### config.mk
export PLATFORM = sky130hd
export DESIGN_NAME = sme_dom_and_pipe_flat
export DESIGN_NICKNAME = d
export VERILOG_FILES = /design/src/rtl/sme_pkg.sv /design/src/rtl/sme_dom_and_pipe_if.sv /design/src/rtl/sme_dom_and_term.sv /design/src/rtl/sme_dom_and_pipe.sv /design/src/flat_wrapper.sv
export SDC_FILE = /design/constraint.sdc
export NUM_CORES = 1
export LEC_CHECK = 0
export ABC_AREA = 1
export BUFFER_PORTS_ARGS = -buffer_cell sky130_fd_sc_hd__buf_2
export CORE_ASPECT_RATIO = 1.1
export CORE_MARGIN = 4
export CORE_UTILIZATION = 55
export CTS_BUF_LIST = sky130_fd_sc_hd__clkbuf_4 sky130_fd_sc_hd__clkbuf_8
export DETAILED_ROUTE_END_ITERATION = 6
export GPL_TIMING_DRIVEN = 1
export PLACE_DENSITY_LB_ADDON = 0.2
export RECOVER_POWER = 25
export SYNTH_ARGS = -nofsm -noshare
export SYNTH_HDL_FRONTEND = slang
export SYNTH_SLANG_ARGS = --single-unit
### constraint.sdc
create_clock -name g_clk -period 1.3 [get_ports g_clk]
set_input_delay 0.26 -clock g_clk [delete_from_list [all_inputs] [get_ports g_clk]]
set_output_delay 0.26 -clock g_clk [all_outputs]
set_load 0.02 [all_outputs]
### src/rtl/sme_pkg.sv
// rtl/sme_pkg.sv - shared helpers for the SME masked datapath
// Share-count helpers used to size guard randomness and index share pairs.
package sme_pkg;

  localparam int SME_DEFAULT_D = 2;

  function automatic int sme_rmax(input int d);
    return d * (d - 1) / 2;
  endfunction

  // Linear index of pair (i,j), i<j, into the packed guard-word vector.
  function automatic int sme_pairidx(input int i, input int j, input int d);
    return i * d - i * (i + 1) / 2 + (j - i - 1);
  endfunction

endpackage

### src/rtl/sme_dom_and_pipe_if.sv
// rtl/sme_dom_and_pipe_if.sv - operand/randomness/result handshake bundle
// Share i of each D*W vector lives at bits [i*W +: W].
interface sme_dom_and_pipe_if
  import sme_pkg::*;
#(
  parameter int D = 2,
  parameter int W = 32
);

  localparam int RMAX = sme_rmax(D);

  logic              in_valid;
  logic              in_ready;
  logic [D*W-1:0]    rs1;
  logic [D*W-1:0]    rs2;
  logic [RMAX*W-1:0] rng;
  logic              rng_valid;
  logic              rng_ready;
  logic              out_valid;
  logic              out_ready;
  logic [D*W-1:0]    rd;

  modport master (
    output in_valid, rs1, rs2, rng, rng_valid, out_ready,
    input  in_ready, rng_ready, out_valid, rd
  );

  modport slave (
    input  in_valid, rs1, rs2, rng, rng_valid, out_ready,
    output in_ready, rng_ready, out_valid, rd
  );

endinterface

### src/rtl/sme_dom_and_term.sv
// rtl/sme_dom_and_term.sv - one registered DOM AND partial product
// Each term is its own flop so no cross-domain combination happens before the register.
module sme_dom_and_term #(
  parameter int W = 32
) (
  input  logic         g_clk,
  input  logic         g_resetn,
  input  logic         en,
  input  logic         flush,
  input  logic [W-1:0] a,
  input  logic [W-1:0] b,
  input  logic [W-1:0] z,
  output logic [W-1:0] t
);

  (* keep = "true" *) logic [W-1:0] t_q;

  always_ff @(posedge g_clk or negedge g_resetn) begin
    if (!g_resetn) begin
      t_q <= '0;
    end else if (flush) begin
      t_q <= '0;
    end else if (en) begin
      t_q <= (a & b) ^ z;
    end
  end

  assign t = t_q;

endmodule

### src/rtl/sme_dom_and_pipe.sv
// rtl/sme_dom_and_pipe.sv - two-stage D-share DOM AND with valid/ready handshakes
// Stage 1 registers D*D guarded terms; stage 2 compresses each domain's row into rd.
module sme_dom_and_pipe
  import sme_pkg::*;
#(
  parameter int D = SME_DEFAULT_D,
  parameter int W = 32
) (
  input  logic g_clk,
  input  logic g_resetn,
  input  logic flush,
  sme_dom_and_pipe_if.slave bus
);

  logic           s1_valid;
  logic           out_valid_q;
  logic           advance;
  logic           in_ready;
  logic           in_fire;
  logic [W-1:0]   t [D][D];
  logic [D*W-1:0] rd_q;
  logic [D*W-1:0] rd_d;

  assign advance  = !out_valid_q | bus.out_ready;
  assign in_ready = !flush & (!s1_valid | advance);
  assign in_fire  = bus.in_valid & bus.rng_valid & in_ready;

  genvar gi, gj;
  generate
    for (gi = 0; gi < D; gi++) begin : g_row
      for (gj = 0; gj < D; gj++) begin : g_col
        logic [W-1:0] z;
        if (gi == gj) begin : g_inner
          assign z = '0;
        end else begin : g_cross
          localparam int LO = (gi < gj) ? gi : gj;
          localparam int HI = (gi < gj) ? gj : gi;
          localparam int K  = sme_pairidx(LO, HI, D);
          assign z = bus.rng[K*W +: W];
        end

        sme_dom_and_term #(.W(W)) u_term (
          .g_clk    (g_clk),
          .g_resetn (g_resetn),
          .en       (in_fire),
          .flush    (flush),
          .a        (bus.rs1[gi*W +: W]),
          .b        (bus.rs2[gj*W +: W]),
          .z        (z),
          .t        (t[gi][gj])
        );
      end
    end
  endgenerate

  // Cross-domain XOR only ever sees registered terms.
  always_comb begin
    rd_d = '0;
    for (int i = 0; i < D; i++) begin
      for (int j = 0; j < D; j++) begin
        rd_d[i*W +: W] = rd_d[i*W +: W] ^ t[i][j];
      end
    end
  end

  always_ff @(posedge g_clk or negedge g_resetn) begin
    if (!g_resetn) begin
      s1_valid    <= 1'b0;
      out_valid_q <= 1'b0;
      rd_q        <= '0;
    end else if (flush) begin
      s1_valid    <= 1'b0;
      out_valid_q <= 1'b0;
      rd_q        <= '0;
    end else begin
      if (in_fire) begin
        s1_valid <= 1'b1;
      end else if (advance) begin
        s1_valid <= 1'b0;
      end

      if (s1_valid & advance) begin
        out_valid_q <= 1'b1;
        rd_q        <= rd_d;
      end else if (bus.out_ready) begin
        out_valid_q <= 1'b0;
      end
    end
  end

  assign bus.in_ready  = in_ready;
  assign bus.rng_ready = in_fire;
  assign bus.out_valid = out_valid_q;
  assign bus.rd        = rd_q;

endmodule

### src/flat_wrapper.sv
// flat-port wrapper written by rule: the top's interface ports become plain ports
module sme_dom_and_pipe_flat import sme_pkg::*;
#(
  parameter int D = SME_DEFAULT_D,
  parameter int W = 32
)
  (g_clk, g_resetn, flush, bus_in_valid, bus_rs1, bus_rs2, bus_rng, bus_rng_valid, bus_out_ready, bus_in_ready, bus_rng_ready, bus_out_valid, bus_rd);
  sme_dom_and_pipe_if #(.D(D), .W(W)) bus_i ();
  input  logic g_clk;
  input  logic g_resetn;
  input  logic flush;
  input wire logic [$bits(bus_i.in_valid)-1:0] bus_in_valid;
  input wire logic [$bits(bus_i.rs1)-1:0] bus_rs1;
  input wire logic [$bits(bus_i.rs2)-1:0] bus_rs2;
  input wire logic [$bits(bus_i.rng)-1:0] bus_rng;
  input wire logic [$bits(bus_i.rng_valid)-1:0] bus_rng_valid;
  input wire logic [$bits(bus_i.out_ready)-1:0] bus_out_ready;
  output wire logic [$bits(bus_i.in_ready)-1:0] bus_in_ready;
  output wire logic [$bits(bus_i.rng_ready)-1:0] bus_rng_ready;
  output wire logic [$bits(bus_i.out_valid)-1:0] bus_out_valid;
  output wire logic [$bits(bus_i.rd)-1:0] bus_rd;
  assign bus_i.in_valid = bus_in_valid;
  assign bus_i.rs1 = bus_rs1;
  assign bus_i.rs2 = bus_rs2;
  assign bus_i.rng = bus_rng;
  assign bus_i.rng_valid = bus_rng_valid;
  assign bus_i.out_ready = bus_out_ready;
  assign bus_in_ready = bus_i.in_ready;
  assign bus_rng_ready = bus_i.rng_ready;
  assign bus_out_valid = bus_i.out_valid;
  assign bus_rd = bus_i.rd;
  sme_dom_and_pipe #(.D(D), .W(W)) u_core (.g_clk(g_clk), .g_resetn(g_resetn), .flush(flush), .bus(bus_i));
endmodule
==> impl_metrics.toml <==
[outcome]
status = "finished with violations"
violations = "setup timing"

[floorplanning]
dieArea_sq_um = 20200
core_sq_um = 17700
rows = 51
die_height_um = 149
ioPinCount = 233
die_x_um = 136
start_util = 0.560

[global_route]
grt.total_usage = 0.278
overflow = 0
grt_pass1_vias = 8911
grt_max_degree = 87
antenna_found_initial = 0
grt_pass1_wl_mm = 44.1

[synth]
synthAdderAreaFrac = 0
synth_top_family_by_area = "simple AND/OR/NAND/NOR gates"
synth_nets = 1448
yosys.area_share.xor_xnor = 0.0885
synthesis.area_sq_um = 9900
synthCells = 1282
synth_compound_area_frac = 0.00101
yosysSeqAreaShare = 0.490
ys_ff_latch = 194
synth_area_per_cell_sq_um = 7.72
yosys_warnings = 0
ys_types = 14
muxShareOfSynthArea = 0
synthSimpleGateAreaFrac = 0.332

[timing]
fin_crit_sh = 1.32
finalMaxSlewViolations = 0
setup_viol_count_final = 166
timing.fmax_ghz = 0.584
worst_slack_ns = -0.412
worst_pin_slew_ns = 0.990
fin_skew_ns = 0.0118
fin_crit_ns = 1.71
holdWs_ns = 0.0799
hold_viol_final = 0
slew_headroom = 0.340
rsz0062_at_grt = "true"

[placed_design]
dp_hpwl_mm = 15.4
post-place-cells = 1716
port_buffers = 232
place_congestion = 0.824
dp_slack_ns = -0.0371

[clocking]
htree_levels = 4
cts.clk_slew.worst_paths_ns = 0.10
cts_sinks = 194
clock_path_buffers = 2
clk_latency_ns = 0.47
cts_buffers = 17
cts-root-buf = "clkbuf_8"
cts_tree = "built"

[critical_path]
cp.arrival_ns = 1.45
crit_required_ns = 1.04
critical_path_class = "reg -> out"
crit_fanout = 3
end_kind = "output pin"
start_kind = "flip-flop"

[route]
vias = 9451
drtAntennaViolNets = 0
drc = 0
wirelength_mm = 28.8
wl_per_cell_um = 15.7
drt_iter0_drc = 677
viasPerCell = 5.15
dr.pass1.iters = 5

[finish]
fin_nets = 1749
drive_above_1_share = 0.251
seq_area_sq_um = 4850
areaGrowthSynthToFinish_pct = 37.4
diodes = 0
fillCellCount = 1179
multi_input_comb_area_sq_um = 4280
final_cells = 1834
utilization = 0.770

[job]
drv_cap = 0

[power_and_ir_drop]
vdd_ir_drop_max_mv = 0.625
powerDensity_nw_per_um2 = 915
leakage_nw = 8.47

[hold_path]
hp-class = "in -> reg"
-- state kept, by name, summed over array words and instances, names as in the netlist --
name and count:
u_core.bus.out_valid 1, u_core.bus.rd 64, u_core.g_row.g_col.u_term.t 128, u_core.s1_valid 1
-- metrics by stage --
step / cell area (sq um) / power [mW] / setup TNS, ns
floorplan: 9900 / 7.41 / 0
global placement: 11400 / 8.12 / -0.395
detailed placement: 11400 / 8.16 / -1.56
CTS: 13200 / 12.4 / -18.93
global route: 13600 / 13.0 / -39.76
finish: 13600 / 12.5 / -26.58
-- metal layers --
metal	GRT usage	vias to the layer above	routed length, um
li1	-	4544	-
met1	0.367	4453	11600
met2	0.464	379	14400
met3	0.0538	75	1990
met4	0.0938	0	826
met5	0	-	0
-- worst max-delay path: stages (launching register included) --
cell	delay, ns
dfrtp_1	0.42
nand3_2	0.08
nand2_2	0.07
nor2_4	0.17
buf_6	0.14
buf_6	0.11
-- cells by family (layout without fill, tap and decap cells) --
group | Yosys count | after routing
buf+inv | 190 | 504
compound gates | 2 | 2
simple gates | 796 | 796
xor+xnor | 100 | 100
flops | 194 | 194
-- cells in the mapped netlist (all sizes together) --
library cell	instances	area, sq um
inv	128	480
clkbuf	2	7.51
a21oi	2	10.0
nor2	2	22.5
nand2	572	2150
xor2	100	876
dfrtp	194	4850
nand3	222	1120
buf	60	385
-- cell usage in the layout (no fill, tap or decap) --
cell | synthesis | layout
clkinvlp_4 | 0 | 3
xor2_1 | 100 | 100
nor2_4 | 2 | 2
inv_2 | 1 | 1
buf_8 | 0 | 4
inv_8 | 0 | 2
nand3_4 | 0 | 1
clkinv_4 | 0 | 3
dfrtp_1 | 194 | 194
bufinv_16 | 0 | 1
nand3_1 | 221 | 204
inv_6 | 0 | 6
bufbuf_16 | 0 | 4
nand2_4 | 0 | 1
nand3_2 | 1 | 17
buf_4 | 4 | 53
dlygate4sd3_1 | 0 | 1
buf_16 | 0 | 19
inv_1 | 127 | 126
a21oi_1 | 2 | 1
clkbuf_16 | 0 | 4
nand2_1 | 571 | 569
a21oi_2 | 0 | 1
buf_12 | 0 | 22
clkbuf_8 | 0 | 18
nand2_2 | 1 | 2
buf_2 | 44 | 165
buf_6 | 12 | 72
-- where the power goes --
group | switching, mW | internal (mW)
logic | 1.14 | 0.930
clock network | 2.33 | 1.63
registers | 0.179 | 6.26
total | 3.64 | 8.82
-- worst paths after layout --
path,start,end,slack [ns],cells after the start
min reg2reg,u_core.g_row[1].g_col[0].u_term.t[12]$_DFFE_PN0P_,u_core.g_row[1].g_col[0].u_term.t[12]$_DFFE_PN0P_,0.52,2
min,bus_rs2[54],u_core.g_row[1].g_col[1].u_term.t[22]$_DFFE_PN0P_,0.08,5
max reg2reg,u_core.bus.out_valid$_DFFE_PN0P_,u_core.bus.rd[10]$_DFFE_PN0P_,-0.29,10
max in group asynchronous,g_resetn,u_core.g_row[0].g_col[0].u_term.t[4]$_DFFE_PN0P_,0.04,3
min in group asynchronous,g_resetn,u_core.g_row[1].g_col[0].u_term.t[5]$_DFFE_PN0P_,0.49,2
max,u_core.s1_valid$_DFFE_PN0P_,bus_rng_ready,-0.41,5
-- final cells by class --
type / count / share of cell area
Clock buffer: 18 / 0.0182
Timing Repair Buffer: 344 / 0.242
Inverter: 128 / 0.0357
Tap cell: 238 / 0.0219
Multi-Input combinational cell: 898 / 0.315
Sequential cell: 194 / 0.357
Clock inverter: 14 / 0.0107
-- what timing repair did --
| item | 4_1_cts | 5_1_grt |
|---|---|---|
| gates resized for setup | 150 | 49 |
| endpoints found under the setup margin | 188 | 260 |
| pin swaps | 4 | 6 |
| cloned | 22 | 4 |
| endpoints found under the hold margin | 27 | 0 |
| hold buffers | 1 | 0 |
| setup buffers | 42 | 21 |
No activity file was read; power rests on OpenSTA's default activity.
